File: src/rtl/calc2_port_scheduler.sv
// ---------------------------------------------------------------------------
// calc2_port_scheduler
//
// Purpose:
//   Shares one calc2 add/shift ALU among NUM_PORTS requester ports. Each port
//   runs the calc2 two-cycle request protocol: cmd/op1/tag in the first
//   cycle, op2 in the next. Complete requests are queued per port, one queue
//   head is issued to the ALU per cycle, and each ALU result is routed back
//   to the port that issued it, with its tag.
//
// Handshake (one rule for every port):
//   A cmd is accepted when the port's capture FSM is IDLE, cmd != 0 and
//   req_busy is low in that same cycle. A cmd presented while req_busy is
//   high is dropped without any indication. op2 is taken unconditionally in
//   the cycle after an accepted cmd; cmd is ignored in that cycle.
//
// Ports:
//   c_clk, reset   clock (rising edge) and synchronous active-high reset
//   req_cmd_in     per-port 4-bit cmd: 1=ADD 2=SUB 5=SHL 6=SHR, 0=none
//   req_data_in    per-port op1 (cmd cycle) / op2 (following cycle)
//   req_tag_in     per-port tag, sampled in the cmd cycle
//   req_busy       per-port "cannot accept a cmd this cycle"
//   alu_valid/alu_cmd/alu_op1/alu_op2   registered issue to the shared ALU
//   alu_result/alu_resp                 ALU return, ALU_LAT cycles after issue
//   out_resp/out_data/out_tag           per-port one-cycle response
//
// Configuration macro:
//   CALC2_SCHED_FIXED_PRIO_EN  defined: lowest non-empty port always wins,
//                              no round-robin pointer exists.
//                              undefined (default): round-robin arbitration.
// ---------------------------------------------------------------------------
module calc2_port_scheduler #(
    parameter int NUM_PORTS  = 4,
    parameter int DATA_W     = 32,
    parameter int TAG_W      = 2,
    parameter int FIFO_DEPTH = 4,
    parameter int ALU_LAT    = 2
) (
    input  logic                        c_clk,
    input  logic                        reset,
    input  logic [NUM_PORTS*4-1:0]      req_cmd_in,
    input  logic [NUM_PORTS*DATA_W-1:0] req_data_in,
    input  logic [NUM_PORTS*TAG_W-1:0]  req_tag_in,
    output logic [NUM_PORTS-1:0]        req_busy,
    output logic                        alu_valid,
    output logic [3:0]                  alu_cmd,
    output logic [DATA_W-1:0]           alu_op1,
    output logic [DATA_W-1:0]           alu_op2,
    input  logic [DATA_W-1:0]           alu_result,
    input  logic [1:0]                  alu_resp,
    output logic [NUM_PORTS*2-1:0]      out_resp,
    output logic [NUM_PORTS*DATA_W-1:0] out_data,
    output logic [NUM_PORTS*TAG_W-1:0]  out_tag
);

    localparam int PTR_W  = $clog2(FIFO_DEPTH);
    localparam int CNT_W  = PTR_W + 1;
    localparam int PORT_W = (NUM_PORTS > 1) ? $clog2(NUM_PORTS) : 1;

    typedef enum logic {
        CAP_IDLE = 1'b0,
        CAP_OP2  = 1'b1
    } cap_state_e;

    typedef struct packed {
        logic [3:0]        cmd;
        logic [DATA_W-1:0] op1;
        logic [DATA_W-1:0] op2;
        logic [TAG_W-1:0]  tag;
    } entry_t;

    // Book-keeping that travels alongside an issued slot until its result
    // comes back. inv marks a slot that was granted but never sent to the ALU.
    typedef struct packed {
        logic              vld;
        logic [PORT_W-1:0] port;
        logic [TAG_W-1:0]  tag;
        logic              inv;
    } meta_t;

    // ---------------- capture FSMs ----------------
    cap_state_e        cap_state_q [NUM_PORTS];
    cap_state_e        cap_state_d [NUM_PORTS];
    logic [3:0]        cap_cmd_q   [NUM_PORTS];
    logic [3:0]        cap_cmd_d   [NUM_PORTS];
    logic [DATA_W-1:0] cap_op1_q   [NUM_PORTS];
    logic [DATA_W-1:0] cap_op1_d   [NUM_PORTS];
    logic [TAG_W-1:0]  cap_tag_q   [NUM_PORTS];
    logic [TAG_W-1:0]  cap_tag_d   [NUM_PORTS];

    // ---------------- per-port FIFOs ----------------
    entry_t            fifo_mem_q  [NUM_PORTS][FIFO_DEPTH];
    logic [PTR_W-1:0]  wr_ptr_q    [NUM_PORTS];
    logic [PTR_W-1:0]  wr_ptr_d    [NUM_PORTS];
    logic [PTR_W-1:0]  rd_ptr_q    [NUM_PORTS];
    logic [PTR_W-1:0]  rd_ptr_d    [NUM_PORTS];
    logic [CNT_W-1:0]  count_q     [NUM_PORTS];
    logic [CNT_W-1:0]  count_d     [NUM_PORTS];
    logic [NUM_PORTS-1:0] push;
    logic [NUM_PORTS-1:0] pop;
    entry_t            push_entry  [NUM_PORTS];

    // ---------------- arbiter / issue ----------------
    logic              grant_valid;
    logic [PORT_W-1:0] grant_idx;
    entry_t            head;
    logic              head_ok;

    logic              alu_valid_q, alu_valid_d;
    logic [3:0]        alu_cmd_q, alu_cmd_d;
    logic [DATA_W-1:0] alu_op1_q, alu_op1_d;
    logic [DATA_W-1:0] alu_op2_q, alu_op2_d;
    meta_t             iss_meta_q, iss_meta_d;

    // ---------------- return path ----------------
    meta_t             pipe_q [ALU_LAT];
    meta_t             pipe_d [ALU_LAT];
    meta_t             tail;
    logic [NUM_PORTS*2-1:0]      out_resp_q, out_resp_d;
    logic [NUM_PORTS*DATA_W-1:0] out_data_q, out_data_d;
    logic [NUM_PORTS*TAG_W-1:0]  out_tag_q,  out_tag_d;

    // Capture FSM next state, busy and push generation.
    // Busy counts the entry still being assembled in OP2 so that entering
    // OP2 always has a free FIFO slot waiting for it.
    always_comb begin
        logic [CNT_W:0] occ;
        occ = '0;
        for (int p = 0; p < NUM_PORTS; p++) begin
            cap_state_d[p] = cap_state_q[p];
            cap_cmd_d[p]   = cap_cmd_q[p];
            cap_op1_d[p]   = cap_op1_q[p];
            cap_tag_d[p]   = cap_tag_q[p];
            push[p]        = 1'b0;
            push_entry[p].cmd = cap_cmd_q[p];
            push_entry[p].op1 = cap_op1_q[p];
            push_entry[p].op2 = req_data_in[p*DATA_W +: DATA_W];
            push_entry[p].tag = cap_tag_q[p];

            occ = {1'b0, count_q[p]} + (CNT_W+1)'(cap_state_q[p] == CAP_OP2);
            req_busy[p] = (occ == (CNT_W+1)'(FIFO_DEPTH));

            case (cap_state_q[p])
                CAP_IDLE: begin
                    if (req_cmd_in[p*4 +: 4] != 4'd0 && !req_busy[p]) begin
                        cap_state_d[p] = CAP_OP2;
                        cap_cmd_d[p]   = req_cmd_in[p*4 +: 4];
                        cap_op1_d[p]   = req_data_in[p*DATA_W +: DATA_W];
                        cap_tag_d[p]   = req_tag_in[p*TAG_W +: TAG_W];
                    end
                end
                CAP_OP2: begin
                    push[p]        = 1'b1;
                    cap_state_d[p] = CAP_IDLE;
                end
                default: cap_state_d[p] = CAP_IDLE;
            endcase
        end
    end

`ifdef CALC2_SCHED_FIXED_PRIO_EN
    // Lowest index with a queued request wins; scanned high to low so the
    // last assignment is the lowest port.
    always_comb begin
        grant_valid = 1'b0;
        grant_idx   = '0;
        for (int p = NUM_PORTS - 1; p >= 0; p--) begin
            if (count_q[p] != '0) begin
                grant_valid = 1'b1;
                grant_idx   = PORT_W'(p);
            end
        end
    end
`else
    logic [PORT_W-1:0] rr_ptr_q, rr_ptr_d;

    // Round-robin: first non-empty queue at or after the pointer wins.
    always_comb begin
        int cand;
        cand        = 0;
        grant_valid = 1'b0;
        grant_idx   = '0;
        for (int off = 0; off < NUM_PORTS; off++) begin
            cand = int'(rr_ptr_q) + off;
            if (cand >= NUM_PORTS) cand = cand - NUM_PORTS;
            if (!grant_valid && count_q[PORT_W'(cand)] != '0) begin
                grant_valid = 1'b1;
                grant_idx   = PORT_W'(cand);
            end
        end
        rr_ptr_d = rr_ptr_q;
        if (grant_valid) begin
            rr_ptr_d = (int'(grant_idx) == NUM_PORTS - 1) ? '0 : grant_idx + 1'b1;
        end
    end

    always_ff @(posedge c_clk) begin
        if (reset) rr_ptr_q <= '0;
        else       rr_ptr_q <= rr_ptr_d;
    end
`endif

    // FIFO pointer/count update; a same-cycle push and pop leaves count as is.
    always_comb begin
        for (int p = 0; p < NUM_PORTS; p++) begin
            pop[p]      = grant_valid && (grant_idx == PORT_W'(p));
            wr_ptr_d[p] = wr_ptr_q[p] + PTR_W'(push[p]);
            rd_ptr_d[p] = rd_ptr_q[p] + PTR_W'(pop[p]);
            count_d[p]  = count_q[p] + CNT_W'(push[p]) - CNT_W'(pop[p]);
        end
    end

    // Issue: invalid commands still consume their grant slot and carry an
    // error marker down the return pipe, but never strobe the ALU.
    always_comb begin
        head    = fifo_mem_q[grant_idx][rd_ptr_q[grant_idx]];
        head_ok = (head.cmd == 4'd1) || (head.cmd == 4'd2) ||
                  (head.cmd == 4'd5) || (head.cmd == 4'd6);

        alu_valid_d = grant_valid && head_ok;
        alu_cmd_d   = alu_valid_d ? head.cmd : 4'd0;
        alu_op1_d   = alu_valid_d ? head.op1 : '0;
        alu_op2_d   = alu_valid_d ? head.op2 : '0;

        iss_meta_d  = '0;
        if (grant_valid) begin
            iss_meta_d.vld  = 1'b1;
            iss_meta_d.port = grant_idx;
            iss_meta_d.tag  = head.tag;
            iss_meta_d.inv  = !head_ok;
        end
    end

    // Return pipe: the issue-stage metadata lines up with alu_valid, then
    // ALU_LAT more stages bring it level with alu_result.
    always_comb begin
        pipe_d[0] = iss_meta_q;
        for (int k = 1; k < ALU_LAT; k++) pipe_d[k] = pipe_q[k-1];
        tail = pipe_q[ALU_LAT-1];

        out_resp_d = '0;
        out_data_d = '0;
        out_tag_d  = '0;
        for (int p = 0; p < NUM_PORTS; p++) begin
            if (tail.vld && tail.port == PORT_W'(p)) begin
                out_resp_d[p*2 +: 2]           = tail.inv ? 2'd2 : alu_resp;
                out_data_d[p*DATA_W +: DATA_W] = tail.inv ? '0 : alu_result;
                out_tag_d[p*TAG_W +: TAG_W]    = tail.tag;
            end
        end
    end

    always_ff @(posedge c_clk) begin
        if (reset) begin
            for (int p = 0; p < NUM_PORTS; p++) begin
                cap_state_q[p] <= CAP_IDLE;
                cap_cmd_q[p]   <= '0;
                cap_op1_q[p]   <= '0;
                cap_tag_q[p]   <= '0;
                wr_ptr_q[p]    <= '0;
                rd_ptr_q[p]    <= '0;
                count_q[p]     <= '0;
            end
            alu_valid_q <= 1'b0;
            alu_cmd_q   <= '0;
            alu_op1_q   <= '0;
            alu_op2_q   <= '0;
            iss_meta_q  <= '0;
            for (int k = 0; k < ALU_LAT; k++) pipe_q[k] <= '0;
            out_resp_q  <= '0;
            out_data_q  <= '0;
            out_tag_q   <= '0;
        end else begin
            for (int p = 0; p < NUM_PORTS; p++) begin
                cap_state_q[p] <= cap_state_d[p];
                cap_cmd_q[p]   <= cap_cmd_d[p];
                cap_op1_q[p]   <= cap_op1_d[p];
                cap_tag_q[p]   <= cap_tag_d[p];
                wr_ptr_q[p]    <= wr_ptr_d[p];
                rd_ptr_q[p]    <= rd_ptr_d[p];
                count_q[p]     <= count_d[p];
            end
            alu_valid_q <= alu_valid_d;
            alu_cmd_q   <= alu_cmd_d;
            alu_op1_q   <= alu_op1_d;
            alu_op2_q   <= alu_op2_d;
            iss_meta_q  <= iss_meta_d;
            for (int k = 0; k < ALU_LAT; k++) pipe_q[k] <= pipe_d[k];
            out_resp_q  <= out_resp_d;
            out_data_q  <= out_data_d;
            out_tag_q   <= out_tag_d;
        end
    end

    // Queue storage needs no reset: count/pointers define what is valid.
    always_ff @(posedge c_clk) begin
        for (int p = 0; p < NUM_PORTS; p++) begin
            if (push[p]) fifo_mem_q[p][wr_ptr_q[p]] <= push_entry[p];
        end
    end

    assign alu_valid = alu_valid_q;
    assign alu_cmd   = alu_cmd_q;
    assign alu_op1   = alu_op1_q;
    assign alu_op2   = alu_op2_q;
    assign out_resp  = out_resp_q;
    assign out_data  = out_data_q;
    assign out_tag   = out_tag_q;

endmodule

File: config.mk
export PLATFORM = sky130hd
export DESIGN_NAME = calc2_port_scheduler
export DESIGN_NICKNAME = d
export VERILOG_FILES = /design/src/rtl/calc2_port_scheduler.sv
export SDC_FILE = /design/constraint.sdc
export NUM_CORES = 2
export LEC_CHECK = 0
export CORE_UTILIZATION = 40
export CTS_BUF_LIST = sky130_fd_sc_hd__clkbuf_4 sky130_fd_sc_hd__clkbuf_8
export DETAILED_ROUTE_END_ITERATION = 16
export PLACE_DENSITY = 0.56
export SLEW_MARGIN = 20
export SYNTH_ARGS = -nofsm -noshare
export SYNTH_HDL_FRONTEND = slang
export SYNTH_SLANG_ARGS = --single-unit
File: constraint.sdc
create_clock -name c_clk -period 11.5 [get_ports c_clk]
set_clock_uncertainty 0.1 [all_clocks]
set_input_delay 1.15 -clock c_clk [delete_from_list [all_inputs] [get_ports c_clk]]
set_output_delay 1.15 -clock c_clk [all_outputs]
set_load 0.01 [all_outputs]
==> results.ini <==
[yosys]
yosysMostFrequentCell=edfxtp_1
synth-xor-area-share=0.00216
ys_warn_count=0
netlist_top_cells_area=edfxtp_1 (59%), dfxtp_1 (15%), a21oi_1 (4.9%)
synth_compound_area_frac=0.111
synthArstFlopShare=0
synth_edf_count=1120
synth_top_flop_cell=edfxtp_1
seq_area_frac_synth=0.740
yosys_register_bits=1539
synthCells=4164
syn_nets=4388
synth_top_family_by_area=compound AO/OA/AOI/OAI gates
synthMuxAreaShare=0.0411
synth_commonest_cells=edfxtp_1 (1120), nand2_1 (609), a21oi_1 (555)
synth_top_area_share=0.592
ys_types=57
avgSynthCellArea_um2=13.6
synth_top_area_cell=edfxtp_1
synth_area_um2=56800
yosys.area_share.simple=0.0765
synth_fa_ha_area_frac=0.00846

[global_routing]
grt_max_degree=173
grt_pass1_vias=35200
antenna_found_initial=14
grtUsageTotal=0.230
grt-ovfl-total=0
grt_pass1_wl_um=240000

[placement]
pre_cts_ws_ns=5.53
numPortBuffers=404
dp_cells=6239
hpwlAfterDp_um=98000
place_congestion=0.866
placed_area_um2=62900

[sta]
totalNegativeSetupSlack_ns=0
max_freq_mhz=164
period_needed_ns=6.08
relSlewSlack=0.226
layout_setup_ws_ns=5.42
setup_viol=0
period_share=0.529
drv_slew=0
finalHoldViolCount=0
hold_slack_ns=0.334
rsz0062_at_grt=no
tightest_slew_ns=1.16

[power]
total_power_mw=20.8
vdd_drop_max_uv=585
p_leak_nw=23.5
power.density_nw_per_um2=305

[critical_path]
crit_path_frequent_cell=buf_4
r2r_start=count_q[3][1]$_SDFF_PP0_
critPathCaptureType=flip-flop
crit_path_start=count_q[3][1]$_SDFF_PP0_
worstPathRequired_ns=12.16
start_kind=flip-flop
worstSetupPathType=flip-flop to flip-flop
rr_endpoint=alu_op2[11]$_SDFF_PP0_
max_stage_delay_ns=0.81
path_max_fanout=172
critPathCapture=alu_op2[11]$_SDFF_PP0_
reg2reg_slack_ns=5.42
crit_arrival_ns=6.74
cp_cell_sequence=nor3_1 -> mux4_2 -> a31oi_1 -> a21oi_4 -> buf_4 -> buf_12 -> buf_4 -> buf_4 -> a22oi_1 -> a22oi_1 -> a21oi_1
cp_slowest_cell=nor3_1
worstRegToRegCells=11

[clock_tree]
clock_sinks=1539
cts-htree-levels=4
cts_hold_buf=0
cts_made_buffers=241
cts_root_buffer=clkbuf_8
cts_setup_buffers=0
worstSkewPairLatency_ns=0.96
cts_resized=0
cts_tree=done
clock_path_buffers=3
clkTransAtPathRegs_ns=0.06

[drt]
drt-total-wl_um=167000
dr_wl_met2_um=77700
drt_pass1_iterations=6
vias_per_cell=5.38
drt-met1-wl_um=71400
wl_per_cell_um=25.0
routed.top_layer=met5
drtAntennaViolNets=0
drt_iter0_drc=3135
wl_met3_um=13300
num_vias=36000
drc=0

[finish]
drive_gt1_frac=0.116
syn_to_final_growth_pct=20.1
final_cells=6695
utilization=0.486
design_area_um2=68200
fin_nets=4831

[run]
drv_cap=0

[die]
core_um2=140000
ios=405
die_w_um=379
die_area_um2=143000
start_util=0.405
rows=137
fp.dieH_um=379

[hold_path]
min_path_type=flip-flop to flip-flop
min-delay-start=pipe_q[0][0]$_SDFF_PP0_

[outcome]
status=complete, no violations

[cell type report]
cell class                      instances  area (um^2)
Clock inverter                         56          515
Tap cell                             1876         2350
Clock buffer                          394         4740
Antenna cell                            5         12.5
Sequential cell                      1539        42000
Multi-Input combinational cell       2322        13800
Inverter                               27          103
Timing Repair Buffer                  476         4640
Fill cell                           12400        72100
[how the worst min path moves through the flow]
stage / to / slack, ns / cells after the start
4_1_cts: pipe_q[0][6]$_SDFF_PP0_ / 0.33 / 1
5_1_grt: pipe_q[0][8]$_SDFF_PP0_ / 0.36 / 1
3_3_place_gp: pipe_q[0][10]$_SDFF_PP0_ / 0.32 / 1
2_1_floorplan: pipe_q[0][0]$_SDFF_PP0_ / 0.31 / 1
6_report: pipe_q[0][6]$_SDFF_PP0_ / 0.33 / 1
3_5_place_dp: pipe_q[0][11]$_SDFF_PP0_ / 0.32 / 1
[registers in the layout (all words and copies together) (netlist names), 12 cells and up, named ones only]
name and flops:
alu_op1 32, alu_op2 32, cap_cmd_q 16, cap_op1_q 128, count_q 12, fifo_mem_q 1120
out_data 128, pipe_q 12
[layout by cell type, fill, tap and decap left out, drive strengths merged, types with 4 or more instances in the layout]
cell / instances
mux2: 4
nand4: 5
and3: 11
a32oi: 5
a221oi: 4
a211o: 4
diode: 5
inv: 33
dfxtp: 419
nor3b: 4
fa: 4
a221o: 4
o22ai: 4
nor2: 201
o221ai: 4
a22oi: 268
clkdlybuf4s50: 403
o21ai: 13
xnor2: 10
mux2i: 222
nor2b: 98
a21oi: 555
nor3: 17
edfxtp: 1120
nand2b: 37
nor4: 9
buf: 73
xor2: 4
bufinv: 5
nand2: 609
clkinv: 44
a311oi: 8
or3: 10
nand3: 15
ha: 32
clkbuf: 394
a211oi: 129
[critical path: cells and delay by family (launching register included)]
| kind | cells | cell delay [ns] |
|---|---|---|
| mux | 1 | 0.63 |
| compound gates | 5 | 1.42 |
| flops | 1 | 0.35 |
| simple gates | 1 | 0.81 |
| buf+inv | 4 | 2.33 |
[power breakdown]
part           switching (mW)  leakage, nW  internal, mW
clock network            2.17         2.82          2.73
registers               0.340         13.7          6.69
logic                    6.28         6.96          2.62
[routing by layer]
layer / global-route usage / vias up
met2: 0.367 / 1394
met4: 0.0720 / 14
met3: 0.0543 / 255
met1: 0.309 / 18000
met5: 0 / -
li1: - / 16400
[kinds of logic after synthesis]
kind of cell,Yosys count
DFF,1539
xor gates and xnor gates,14
buffers and inverters,303
AOI/OAI and AO/OA,1020
other,1
adders and majority gates,36
and+or+nand+nor,1022
muxes,229
Power figures use the tool's default switching activity.
